`src/rtl/fifo_ctrl_fsm_n_if.sv`:
```
// fifo_ctrl_fsm_n_if: control/status bundle between the FIFO bank controller and its environment
interface fifo_ctrl_fsm_n_if #(
    parameter int NUM_FIFOS = 5,
    parameter int UW = 4
);
    logic init;
    logic err_clear;
    logic [NUM_FIFOS*UW-1:0] umbral_in;
    logic [NUM_FIFOS*UW-1:0] umbral_out;
    logic [NUM_FIFOS-1:0] fifo_empty;
    logic [NUM_FIFOS-1:0] fifo_error;
    logic [NUM_FIFOS-1:0] error_src;
    logic [4:0] state;
    logic idle_out;
    logic active_out;
    logic error_out;
    logic umbral_valid;
    modport master (
        output init, err_clear, umbral_in, fifo_empty, fifo_error,
        input state, idle_out, active_out, error_out, error_src, umbral_out, umbral_valid
    );
    modport slave (
        input init, err_clear, umbral_in, fifo_empty, fifo_error,
        output state, idle_out, active_out, error_out, error_src, umbral_out, umbral_valid
    );
endinterface

```
`src/rtl/fifo_ctrl_fsm_n.sv`:
```
// fifo_ctrl_fsm_n: threshold programming, idle/active tracking with drain timeout and sticky error capture for a FIFO bank
module fifo_ctrl_fsm_n #(
    parameter int NUM_FIFOS = 5,
    parameter int UW = 4,
    parameter int DRAIN_CYCLES = 4
) (
    input logic clk,
    input logic reset,
    fifo_ctrl_fsm_n_if.slave bus
);
    localparam int CW = $clog2(DRAIN_CYCLES + 1);
    typedef enum logic [4:0] {
        S_RESET  = 5'b00001,
        S_INIT   = 5'b00010,
        S_IDLE   = 5'b00100,
        S_ACTIVE = 5'b01000,
        S_ERROR  = 5'b10000
    } state_t;
    state_t st;
    logic [CW-1:0] cnt;
    logic [NUM_FIFOS-1:0] src;
    logic [NUM_FIFOS*UW-1:0] umb;
    logic valid;
    logic any_err;
    logic all_empty;
    logic drained;
    assign any_err = |bus.fifo_error;
    assign all_empty = &bus.fifo_empty;
    assign drained = cnt == CW'(DRAIN_CYCLES - 1);
    always_ff @(posedge clk) begin
        if (reset) begin
            st <= S_RESET;
            cnt <= '0;
            src <= '0;
            umb <= '0;
            valid <= 1'b0;
        end else begin
            case (st)
                S_RESET: st <= S_INIT;
                S_INIT: begin
                    umb <= bus.umbral_in;
                    if (bus.init) begin
                        valid <= 1'b1;
                        st <= S_IDLE;
                    end
                end
                S_IDLE: begin
                    if (any_err) begin
                        src <= bus.fifo_error;
                        st <= S_ERROR;
                    end else if (!all_empty) begin
                        cnt <= '0;
                        st <= S_ACTIVE;
                    end
                end
                S_ACTIVE: begin
                    if (any_err) begin
                        src <= bus.fifo_error;
                        st <= S_ERROR;
                    end else if (!all_empty) begin
                        cnt <= '0;
                    end else if (drained) begin
                        cnt <= '0;
                        st <= S_IDLE;
                    end else begin
                        cnt <= cnt + 1'b1;
                    end
                end
                S_ERROR: begin
                    // clear takes precedence over errors arriving in the same cycle
                    if (bus.err_clear) begin
                        src <= '0;
                        valid <= 1'b0;
                        st <= S_INIT;
                    end else begin
                        src <= src | bus.fifo_error;
                    end
                end
                default: begin
                    st <= S_RESET;
                    cnt <= '0;
                    src <= '0;
                    umb <= '0;
                    valid <= 1'b0;
                end
            endcase
        end
    end
    assign bus.state = st;
    assign bus.idle_out = st[2];
    assign bus.active_out = st[3];
    assign bus.error_out = st[4];
    assign bus.error_src = src;
    assign bus.umbral_out = umb;
    assign bus.umbral_valid = valid;
endmodule

```
`src/flat_wrapper.sv`:
```
// flat-port wrapper written by rule: the top's interface ports become plain ports
module fifo_ctrl_fsm_n_flat 
#(
    parameter int NUM_FIFOS = 5,
    parameter int UW = 4,
    parameter int DRAIN_CYCLES = 4
)
  (clk, reset, bus_init, bus_err_clear, bus_umbral_in, bus_fifo_empty, bus_fifo_error, bus_state, bus_idle_out, bus_active_out, bus_error_out, bus_error_src, bus_umbral_out, bus_umbral_valid);
  fifo_ctrl_fsm_n_if #(.NUM_FIFOS(NUM_FIFOS), .UW(UW)) bus_i ();
  input logic clk;
  input logic reset;
  input wire logic [$bits(bus_i.init)-1:0] bus_init;
  input wire logic [$bits(bus_i.err_clear)-1:0] bus_err_clear;
  input wire logic [$bits(bus_i.umbral_in)-1:0] bus_umbral_in;
  input wire logic [$bits(bus_i.fifo_empty)-1:0] bus_fifo_empty;
  input wire logic [$bits(bus_i.fifo_error)-1:0] bus_fifo_error;
  output wire logic [$bits(bus_i.state)-1:0] bus_state;
  output wire logic [$bits(bus_i.idle_out)-1:0] bus_idle_out;
  output wire logic [$bits(bus_i.active_out)-1:0] bus_active_out;
  output wire logic [$bits(bus_i.error_out)-1:0] bus_error_out;
  output wire logic [$bits(bus_i.error_src)-1:0] bus_error_src;
  output wire logic [$bits(bus_i.umbral_out)-1:0] bus_umbral_out;
  output wire logic [$bits(bus_i.umbral_valid)-1:0] bus_umbral_valid;
  assign bus_i.init = bus_init;
  assign bus_i.err_clear = bus_err_clear;
  assign bus_i.umbral_in = bus_umbral_in;
  assign bus_i.fifo_empty = bus_fifo_empty;
  assign bus_i.fifo_error = bus_fifo_error;
  assign bus_state = bus_i.state;
  assign bus_idle_out = bus_i.idle_out;
  assign bus_active_out = bus_i.active_out;
  assign bus_error_out = bus_i.error_out;
  assign bus_error_src = bus_i.error_src;
  assign bus_umbral_out = bus_i.umbral_out;
  assign bus_umbral_valid = bus_i.umbral_valid;
  fifo_ctrl_fsm_n #(.NUM_FIFOS(NUM_FIFOS), .UW(UW), .DRAIN_CYCLES(DRAIN_CYCLES)) u_core (.clk(clk), .reset(reset), .bus(bus_i));
endmodule
```
`config.mk`:
```
export PLATFORM = sky130hd
export DESIGN_NAME = fifo_ctrl_fsm_n_flat
export DESIGN_NICKNAME = d
export VERILOG_FILES = /design/src/rtl/fifo_ctrl_fsm_n_if.sv /design/src/rtl/fifo_ctrl_fsm_n.sv /design/src/flat_wrapper.sv
export SDC_FILE = /design/constraint.sdc
export NUM_CORES = 1
export LEC_CHECK = 0
export ABC_AREA = 1
export BUFFER_PORTS_ARGS = -buffer_cell sky130_fd_sc_hd__buf_2
export CAP_MARGIN = 20
export CELL_PAD_IN_SITES_DETAIL_PLACEMENT = 0
export CELL_PAD_IN_SITES_GLOBAL_PLACEMENT = 1
export CORE_ASPECT_RATIO = 1.2
export CORE_UTILIZATION = 28
export DETAILED_ROUTE_END_ITERATION = 8
export GPL_TIMING_DRIVEN = 0
export HOLD_SLACK_MARGIN = 0.1
export PLACE_DENSITY_LB_ADDON = 0.15
export SYNTH_ARGS = -nofsm -noshare
export SYNTH_HDL_FRONTEND = slang
export SYNTH_SLANG_ARGS = --single-unit
```
`constraint.sdc`:
```
create_clock -name clk -period 1.3 [get_ports clk]
set_input_delay 0 -clock clk [delete_from_list [all_inputs] [get_ports clk]]
set_output_delay 0 -clock clk [all_outputs]
set_load 0.005 [all_outputs]
```
Word level (Yosys, flattened, before mapping)
Cells that the tools add are included.
{ "word_totals": {"register_bits": 34, "output_inout_bits": 34, "word_cells": 57} }
{ "classes": {"addsub": 1, "n_eq_ne": 15, "muxes": 21, "bitwise": 4, "reduce_logical": 11} }
{ "ops": {"columns": ["cell", "count"], "rows": [
  ["$mux 5", 9],
  ["$pmux 20 s2", 1],
  ["$pmux 5 s5", 1],
  ["$mux 3", 5],
  ["$pmux 5 s3", 1],
  ["$ne 2x2->1 const B", 5],
  ["$reduce_and 5->1", 2],
  ["$pmux 3 s3", 1],
  ["$ne 3x1->1 const B", 2],
  ["$reduce_or 3->1", 2],
  ["$eq 5x1->1 const B", 1],
  ["$eq 5x2->1 const B", 1],
  ["$eq 5x3->1 const B", 1],
  ["$eq 5x4->1 const B", 1],
  ["$eq 5x5->1 const B", 1],
  ["$or 5x5->5", 1],
  ["$reduce_or 5->1", 1],
  ["$reduce_and 4->1", 1],
  ["$reduce_or 2->1", 2],
  ["$reduce_or 4->1", 1],
  ["$add 3x1->3 const B", 1],
  ["$eq 3x2->1 const B", 1],
  ["$ne 3x2->1 const B", 1],
  ["$not 1->1", 3],
  ["other kinds (5)", 6]
]} }

Logic depth before layout (Yosys ltp)
Gate-level depths: netlist of the first run.
{ "depth": {"ltp_word": 5, "mapped_depth": 9, "ltp_nobuf": 9} }

Worst setup path before layout of the first run
No wires, ideal clock.
{ "synth_path": {"path_kind": "register to register", "startpoint": "register u_core.st[2] (netlist: u_core.bus.state[2])", "endpoint": "register u_core.umb[1] (netlist: u_core.bus.umbral_out[1])", "setup_time_ps": 70, "arrival_ps": 1177, "slack_ps": 52, "stages_incl_launch_ff": 9, "cell_sequence": "dfxtp_1 -> nor2_2 -> nand3_2 -> nand2_1 -> inv_2 -> nand2_2 -> buf_6 -> nand2_1 -> a21oi_1"} }
{ "synth_via": {"elab_chain_len": 3} }
{ "synth_lines": {"columns": ["element", "line_no", "source"], "rows": [
  ["start, declared", "fifo_ctrl_fsm_n.sv:19", "state_t st;"],
  ["start signal, assigned", "fifo_ctrl_fsm_n.sv:32", "st <= S_RESET;"],
  ["start signal, assigned", "fifo_ctrl_fsm_n.sv:39", "S_RESET: st <= S_INIT;"],
  ["start signal, assigned", "fifo_ctrl_fsm_n.sv:44", "st <= S_IDLE;"],
  ["$eq 5x1->1 (tied with other cells)", "fifo_ctrl_fsm_n.sv:38", "case (st)"],
  ["$reduce_or 4->1 (no line)", null, null],
  ["$pmux 20 s2", "fifo_ctrl_fsm_n.sv:38", null],
  ["end signal, assigned", "fifo_ctrl_fsm_n.sv:41", "umb <= bus.umbral_in;"],
  ["end, declared", "fifo_ctrl_fsm_n.sv:22", "logic [NUM_FIFOS*UW-1:0] umb;"]
]} }
Parallel ways exist; a longest one is shown, timed or not.
A chain may end at the register's enable or synchronous reset.

Worst setup path after layout of the first run
{ "layout_path": {"startpoint": "register u_core.st[0] (netlist: u_core.bus.state[0])", "endpoint": "register u_core.st[3] (netlist: u_core.bus.state[3])"} }
{ "layout_via": {"elab_chain_len": 3} }
{ "layout_lines": {"columns": ["element", "line_no"], "rows": [
  ["$eq 5x4->1 (tied with other cells)", "fifo_ctrl_fsm_n.sv:38"],
  ["$ne 3x1->1 (no line) (tied with other cells)", null],
  ["$reduce_and 5->1 (no line)", null]
]} }
Parallel ways exist; a longest one is shown, timed or not.

==> metrics.txt, run 1 <==
Fin. Hold Viols=0; most frequent cells in the layout=buf_2 (66), nand2_1 (55), dfxtp_1 (29); post-synthesis cell type count=21; Post-Syn Nets=258; layout cell share with drive strength beyond 1=0.4421; Required @ worst endpoint=1.48 ns; final setup margin=-0.05761 ns; pre-CTS WS=-0.1926 ns; via density per instance=4.486; Finished Core Util=0.4900; Startpoint Class=flop; synth warn=0; Slew HR=0.6008; gp weighted congestion=0.7596; hold slack=0.1336 ns; CTS tree=yes; clock skew=0.005890 ns; die area=0.005876 mm²; max-slew violation count=0; delay-heaviest family, CP=simple AND/OR/NAND/NOR gates; crit-path max FO=5; Via Count=1790; Port Buf Inserts=66; Worst-Margin Slew=0.5988 ns; DRT Pass-1 Iters=4; Tmin final=1.358 ns; setup TNS=-0.7220 ns; Routed WL=4.417 mm; achievable clock frequency=0.7366 GHz; ANT nets after route=0; first-pass GRT wire length=6.996 mm; Area growth syn-to-layout=67.52%; power density cells=1250 mW/mm²; total CTS buffers=5; Mean Syn Cell Area=6.997 µm²; failing checks=setup timing; core region area=0.005334 mm²; critical setup path kind=flop to flop; initial antenna violation count=0; max cap viols=0; DIE HEIGHT=83.77 µm; Power Total=3.267 mW; Critical Path Sink Type=flop; largest net degree at the start of global routing=11; htree depth=2; CP max-delay cell=dfxtp_4; arrival time at the worst endpoint=1.54 ns; grt ovf=0; GRT Overall Usage=0.1476; routed length per placed instance=11.07 µm; Buf/Inv on CP=1; ant diodes=0; Final nets=371; commonest non-fill, non-tap cell in the layout=buf_2; I/O pins=68; Max rail drop VDD=622.2 µV; status=complete, but fails checks; drt initial violations=44; CTS Sinks=34; Die Span X=70.15 µm; Worst path max stage delay=0.37 ns; crit path cell chain=nor2_4, nand2_4, buf_4, nor2_4, nand3_2, nand3_4, nand2_2, nand2_2, nor2_1; floorplan row count=29; clk_lat worst skew=0.28 ns; Initial Util=0.2925; Final setup viols=24; DRC viols=0; clk root buf=clkbuf_8; Post-Syn Area=0.001560 mm²; RSZ-0062 raised after global routing=yes; Max clock buf depth=2; static leakage=1.182 nW; vias in the first global route=1572; Seq/Total Area, Yosys=0.4362; Worst-path clk slew=0.07 ns; Gate Count Post-Synth=223; ratio of final minimum period to clock period=1.044; post-DP HPWL=2.901 mm; #FFs+latches synth=34; worst hold path class=primary input to flop
==> state kept, by name, summed over array words and instances, names as in the netlist <==
signal	cells
u_core.bus.umbral_out	20
u_core.bus.state	5
u_core.bus.umbral_valid	1
u_core.cnt	3
u_core.bus.error_src	5
==> cell type report <==
cell class	count	area, µm²
fillers	574	2720
multi-input cells	159	897.1
repair buffers	106	704.4
flip-flops and latches	34	694.4
clock buffers	7	86.33
inverters	20	77.57
well taps	62	77.57
plain buffers	10	71.32
clock inverters	1	5.005
==> worst paths after layout <==
check                      startpoint  slack (ns)                   to  cells after the start
setup / recovery  u_core.bus.state[0]       -0.06  u_core.bus.state[3]                      9
setup reg to reg  u_core.bus.state[0]       -0.06  u_core.bus.state[3]                      9
hold / removal          bus_err_clear        0.13  u_core.bus.state[4]                      4
hold reg to reg         u_core.cnt[2]        0.45        u_core.cnt[2]                      2
==> worst min-delay path: stages <==
cell and delay [ns]:
buf_2 0.08, inv_1 0.08, nand4_1 0.14, a21oi_1 0.07
==> metal layers <==
layer | up-vias | GRT usage | wire length, µm
met2 | 49 | 0.2570 | 2173
met5 | - | 0 | 0
li1 | 938 | - | -
met4 | 0 | 0.04364 | 42
met3 | 4 | 0.03623 | 213
met1 | 799 | 0.1775 | 1987
==> synth_stat cells (all sizes together) <==
master	n	area, µm²
buf	7	60.06
dfxtp	34	680.7
or2	1	8.760
ha	1	12.51
nand4	4	25.02
nor2	29	128.9
nor3	1	5.000
nand3	13	70.07
o21ai	6	30.03
a211oi	1	7.510
inv	20	75.07
clkbuf	3	11.26
nand2	69	264.0
a21oi	34	181.4
==> power by group <==
| part | total [mW] | internal [mW] | leakage [nW] | switching, mW |
|---|---|---|---|---|
| Clock | 0.810 | 0.427 | 0.0482 | 0.383 |
| Combinational | 1.22 | 0.567 | 0.856 | 0.652 |
| Sequential | 1.24 | 1.15 | 0.278 | 0.0846 |
| Total | 3.27 | 2.15 | 1.18 | 1.12 |
==> stage by stage <==
stage,instance area (µm²),std cells
final,2614,399
after global routing,2614,399
after CTS,2439,392
after detailed placement,1968,351
after global placement,1968,351
after floorplan,1560,223
==> timing repair <==
| action | CTS | global route |
|---|---|---|
| endpoints found under the hold margin | 25 | 0 |
| pin swaps | 5 | 10 |
| gates cloned | 2 | 0 |
| gates resized for setup | 23 | 38 |
| hold buffers | 25 | 0 |
| buffers inserted | 6 | 7 |
| setup endpoints to repair | 34 | 31 |
==> kinds of logic after synthesis <==
group                      count (synthesis)  share of synthesized area
buffers and inverters                     30                    0.09382
AOI/OAI and AO/OA                         41                     0.1403
adders and majority gates                  1                   0.008018
and+or+nand+nor                          117                     0.3216
DFF                                       34                     0.4362
Power figures use the tool's default switching activity.
==> run 2, diff against run 1 <==
Settings changed: CELL_PAD_IN_SITES_DETAIL_PLACEMENT 0 to default, CELL_PAD_IN_SITES_GLOBAL_PLACEMENT 1 to default, CORE_UTILIZATION 28 to 42.
==> run 2 against run 1 <==
Compared with the run above: the flow finishes with violations (DRC, setup timing); total power is 2.8% lower; setup slack got worse by 0.020 ns; final cell count fell by 6.3%; sequential share of layout area increased by 1.0 points; largest cell class unchanged; highest routed layer unchanged.
==> metrics.txt, run 2 (synthesis gave the netlist of run 1 again) <==
status=complete, but fails checks; failing checks=DRC, setup timing; design area=0.002487 mm²; Routed WL=4.157 mm; crit-path max FO=5; Final setup viols=25; RR Endpoint=u_core.bus.umbral_out[5]; post-DP HPWL=2.544 mm; initial antenna violation count=0; global-route met3 utilization=0.05784; max cap viols=0; Initial Util=0.4518; ant diodes=0; Required @ worst endpoint=1.51 ns; Max clock buf depth=2; total CTS buffers=5; core region area=0.003453 mm²; Max rail drop VDD=962.1 µV; r2r startpoint=u_core.bus.state[0]; critical setup path kind=flop to flop; GRT Overall Usage=0.2132; CTS Sinks=34; power density cells=1277 mW/mm²; Via Count=1797; dpl cell area=0.001937 mm²; Final nets=371; max reg flops=20; CP endpoint=u_core.bus.umbral_out[5]; DRT Pass-1 Iters=6; gp weighted congestion=0.7779; floorplan row count=23; GR Util met2=0.3881; Port Buf Inserts=66; Critical Path Sink Type=flop; Fin. Hold Viols=0; arrival time at the worst endpoint=1.59 ns; worst hold path class=primary input to flop; routed length per placed instance=11.11 µm; drt initial violations=73; CP startpoint=u_core.bus.state[0]; Area growth syn-to-layout=59.42%; I/O pins=68; ANT nets after route=0; final setup margin=-0.07752 ns; reg2reg path depth=8; Worst-Margin Slew=0.5208 ns; global routing's busiest layer=met2; Slew HR=0.6528; hold slack=0.1451 ns; max-slew violation count=0; via density per instance=4.805; vias in the first global route=1601; achievable clock frequency=0.7259 GHz; RSZ-0062 raised after global routing=yes; first-pass GRT wire length=6.527 mm; htree depth=2; most frequent cells in the layout=buf_2 (66), nand2_1 (62), a21oi_1 (30); DRC viols=3; ratio of final minimum period to clock period=1.060; R2R Setup Slk=-0.08 ns; GR Layer Usage met1=0.2405; clk_lat worst skew=0.29 ns; Finished Core Util=0.7203; Tmin final=1.378 ns; static leakage=1.173 nW; Worst-path clk slew=0.07 ns; DIE HEIGHT=68.77 µm; Startpoint Class=flop; clk root buf=clkbuf_8; die area=0.003964 mm²; CTS tree=yes; commonest non-fill, non-tap cell in the layout=buf_2; clock skew=0.003714 ns; grt ovf=0; largest net degree at the start of global routing=11; layout cell share with drive strength beyond 1=0.3739; Die Span X=57.64 µm
-- run 2: changes by cell type in the layout (fill, tap and decap cells not counted), sizes merged --
cell / change
dlygate4sd3: +1
buf: -1
-- run 2: what timing repair did --
item                       CTS  global route
pin swaps                    6             6
cloned                       2             0
buffers inserted             5             8
hold buffers                26             0
resized for setup           24             7
setup endpoints to repair   33            33
hold endpoints to repair    26             0
-- run 2: final cells by class --
class,instances,area (µm²)
buffer,10,71.32
clock buffer,7,86.33
clock inverter,1,5.005
fill,289,965.9
inverter,20,75.07
multi-input combinational,159,809.5
sequential,34,686.9
tap,37,46.29
timing repair buffer,106,706.9
-- run 2: how the worst min path moves through the flow --
| stage | to | startpoint | cells after the start | slack [ns] |
|---|---|---|---|---|
| after CTS | u_core.bus.error_src[2] | reset | 2 | 0.13 |
| after floorplan | u_core.bus.umbral_out[10] | bus_umbral_in[10] | 2 | 0.15 |
| after global routing | u_core.bus.error_src[2] | reset | 2 | 0.15 |
| after global placement | u_core.bus.umbral_out[14] | bus_umbral_in[14] | 3 | 0.25 |
| final | u_core.bus.error_src[3] | reset | 2 | 0.15 |
| after detailed placement | u_core.bus.umbral_out[17] | bus_umbral_in[17] | 3 | 0.26 |
-- run 2: worst max-delay path, stage by stage, from the launching register on --
cell and delay (ns):
dfxtp_2 0.34, nor2_4 0.18, nand2_4 0.10, a21oi_4 0.18, inv_2 0.07, nand2_4 0.10
buf_6 0.12, nand2_1 0.06, a21oi_1 0.13
-- run 2: power breakdown --
part	internal (mW)	total, mW	switching [mW]
Sequential	1.15	1.23	0.0767
Clock	0.427	0.799	0.372
Combinational	0.551	1.15	0.597
Total	2.13	3.18	1.05
-- run 2: metrics by stage --
stage               cells  TNS, ns  setup WS, ns  power [mW]
floorplan             223        0       0.05250       1.821
global placement      326   -3.892       -0.1587       2.083
detailed placement    326   -3.874       -0.1653       2.085
CTS                   366  -0.9830      -0.05753       3.100
global route          374   -3.447       -0.1645       3.394
finish                374  -0.8433      -0.07752       3.176
-- run 2: per-layer routing --
metal	part of all wire	vias to the layer above
met5	0	-
met4	0.013	0
met3	0.046	8
met2	0.51	51
met1	0.43	798
li1	-	940
==> run 3, diff against run 2 <==
Settings changed: CORE_UTILIZATION 42 to 44, CTS_BUF_LIST from default to sky130_fd_sc_hd__clkbuf_4.
==> run 3 against run 2 <==
Compared with the run above: the flow finishes with violations (setup timing); combinational power rose by 15%; die area is 4.4% lower; sequential share of layout area down 0.65 points; fmax increased by 1.5%; largest power group is now combinational cells.
==> metrics.txt, run 3 (synthesis gave the netlist of run 1 again) <==
status=complete, but fails checks; failing checks=setup timing; Buf/Inv on CP=2; CTS Sinks=34; ratio of final minimum period to clock period=1.044; CP startpoint=u_core.bus.state[1]; Worst path max stage delay=0.35 ns; hold slack=0.1148 ns; commonest non-fill, non-tap cell in the layout=buf_2; drt initial violations=40; Final setup viols=21; DRT Pass-1 Iters=4; dpl cell area=0.001937 mm²; final setup margin=-0.05729 ns; Max clock buf depth=2; Worst-path clk slew=0.11 ns; R2R Setup Slk=-0.06 ns; Int Power=2.005 mW; static leakage=1.208 nW; Power Total=3.136 mW; first-pass GRT wire length=7.162 mm; largest net degree at the start of global routing=11; die area=0.003789 mm²; post-DP HPWL=2.575 mm; crit-path max FO=5; Critical Path Sink Type=flop; GRT Overall Usage=0.2441; DRC viols=0; via density per instance=4.838; gp weighted congestion=0.8235; crit path cell chain=nor2_4, nand2_4, a21oi_4, inv_2, nand2_4, buf_6, nand2_2, a21oi_1; initial antenna violation count=0; achievable clock frequency=0.7368 GHz; Net Sw Power=1.131 mW; RSZ-0062 raised after global routing=yes; core region area=0.003367 mm²; clock skew=0.005023 ns; ANT nets after route=0; Worst-Margin Slew=0.5711 ns; Switching Fraction=0.3606; floorplan row count=23; Flop pwr share=0.394; Port Buf Inserts=66; routed length per placed instance=12.00 µm; power density cells=1229 mW/mm²; arrival time at the worst endpoint=1.63 ns; Initial Util=0.4634; Slew HR=0.6193; clk_lat worst skew=0.34 ns; clock power share=0.186; reg2reg path depth=8; ant diodes=0; delay-heaviest family, CP=simple AND/OR/NAND/NOR gates; grt ovf=0; Area growth syn-to-layout=63.59%; Fin. Hold Viols=0; worst hold path class=primary input to flop; CTS tree=yes; WP depth=8; layout cell share with drive strength beyond 1=0.4000; Die Span X=56.36 µm; Required @ worst endpoint=1.57 ns; Routed WL=4.524 mm; I/O pins=68; total CTS buffers=5; CP max-delay cell=dfxtp_2; critical setup path kind=flop to flop; max cap viols=0; Final nets=374; htree depth=2; r2r startpoint=u_core.bus.state[1]; clk root buf=clkbuf_4; max reg flops=20; DIE HEIGHT=67.23 µm; vias in the first global route=1729; Max rail drop VDD=1106 µV; Via Count=1824; setup TNS=-0.7266 ns; most frequent cells in the layout=buf_2 (66), nand2_1 (56), dlygate4sd3_1 (32); max-slew violation count=0; logic gate share of total power=0.420; Tmin final=1.357 ns; design area=0.002552 mm²; RR Endpoint=u_core.bus.umbral_out[16]; CP endpoint=u_core.bus.umbral_out[16]; crit-path most repeated cell=nand2_4; Startpoint Class=flop
==> run 3: cell types whose count changed in the layout (fill, tap and decap cells not counted), moves of 5 or more <==
| cell | change |
|---|---|
| dlygate4sd3_1 | +6 |
| nand2_4 | +5 |
| clkbuf_4 | +6 |
| nand2_1 | -6 |
| clkbuf_8 | -6 |
==> run 3: stage by stage <==
step	utilization	worst slack (ns)	instances
floorplan	-	0.05250	223
global placement	0.5753	-0.1619	326
detailed placement	0.5753	-0.2129	326
CTS	0.7258	-0.04027	373
global route	0.7581	-0.1684	377
finish	0.7581	-0.05729	377
==> run 3: routing by layer <==
metal,GRT usage,routed length (µm),up-vias
met2,0.4554,2435,59
met4,0.1037,81,0
met1,0.2600,1790,814
met5,0,0,-
met3,0.06705,216,10
li1,-,-,941
==> run 3: final cells by class <==
class                           count  area [µm²]
Inverter                           20       75.07
Buffer                             10       71.32
Multi-Input combinational cell    159       868.3
Clock buffer                        6       45.04
Timing Repair Buffer              109       749.5
Fill cell                         249       814.5
Tap cell                           37       46.29
Clock inverter                      2       8.758
Sequential cell                    34       688.2
==> run 3: tightest hold or removal path, cell delays in order <==
cell      delay, ns
buf_2          0.10
or2_4          0.12
nor2_4         0.05
nand3_1        0.09
a211oi_1       0.07
==> run 3: repair_timing <==
item                       4_1_cts  5_1_grt
pin swaps                        5        8
hold endpoints to repair        27        0
cloned                           2        0
hold buffers                    32        0
setup endpoints to repair       32       32
resized for setup               22       26
buffers inserted                 5        4
==> run 3: power by group through the flow <==
stage	sequential, mW	combinational (mW)	clock, mW
after floorplan	1.25	0.574	0
after global placement	1.24	0.841	0
after detailed placement	1.24	0.843	0
after CTS	1.22	1.14	0.595
after global routing	1.25	1.45	0.649
final	1.23	1.32	0.585
==> run 3: how the worst min path moves through the flow <==
stage / start / end / depth (start not counted)
after floorplan: bus_umbral_in[10] / u_core.bus.umbral_out[10] / 2
after detailed placement: bus_umbral_in[18] / u_core.bus.umbral_out[18] / 3
final: bus_fifo_error[0] / u_core.bus.state[2] / 5
after global placement: bus_umbral_in[13] / u_core.bus.umbral_out[13] / 3
after global routing: bus_fifo_error[1] / u_core.bus.state[2] / 5
after CTS: bus_fifo_error[1] / u_core.bus.state[2] / 5
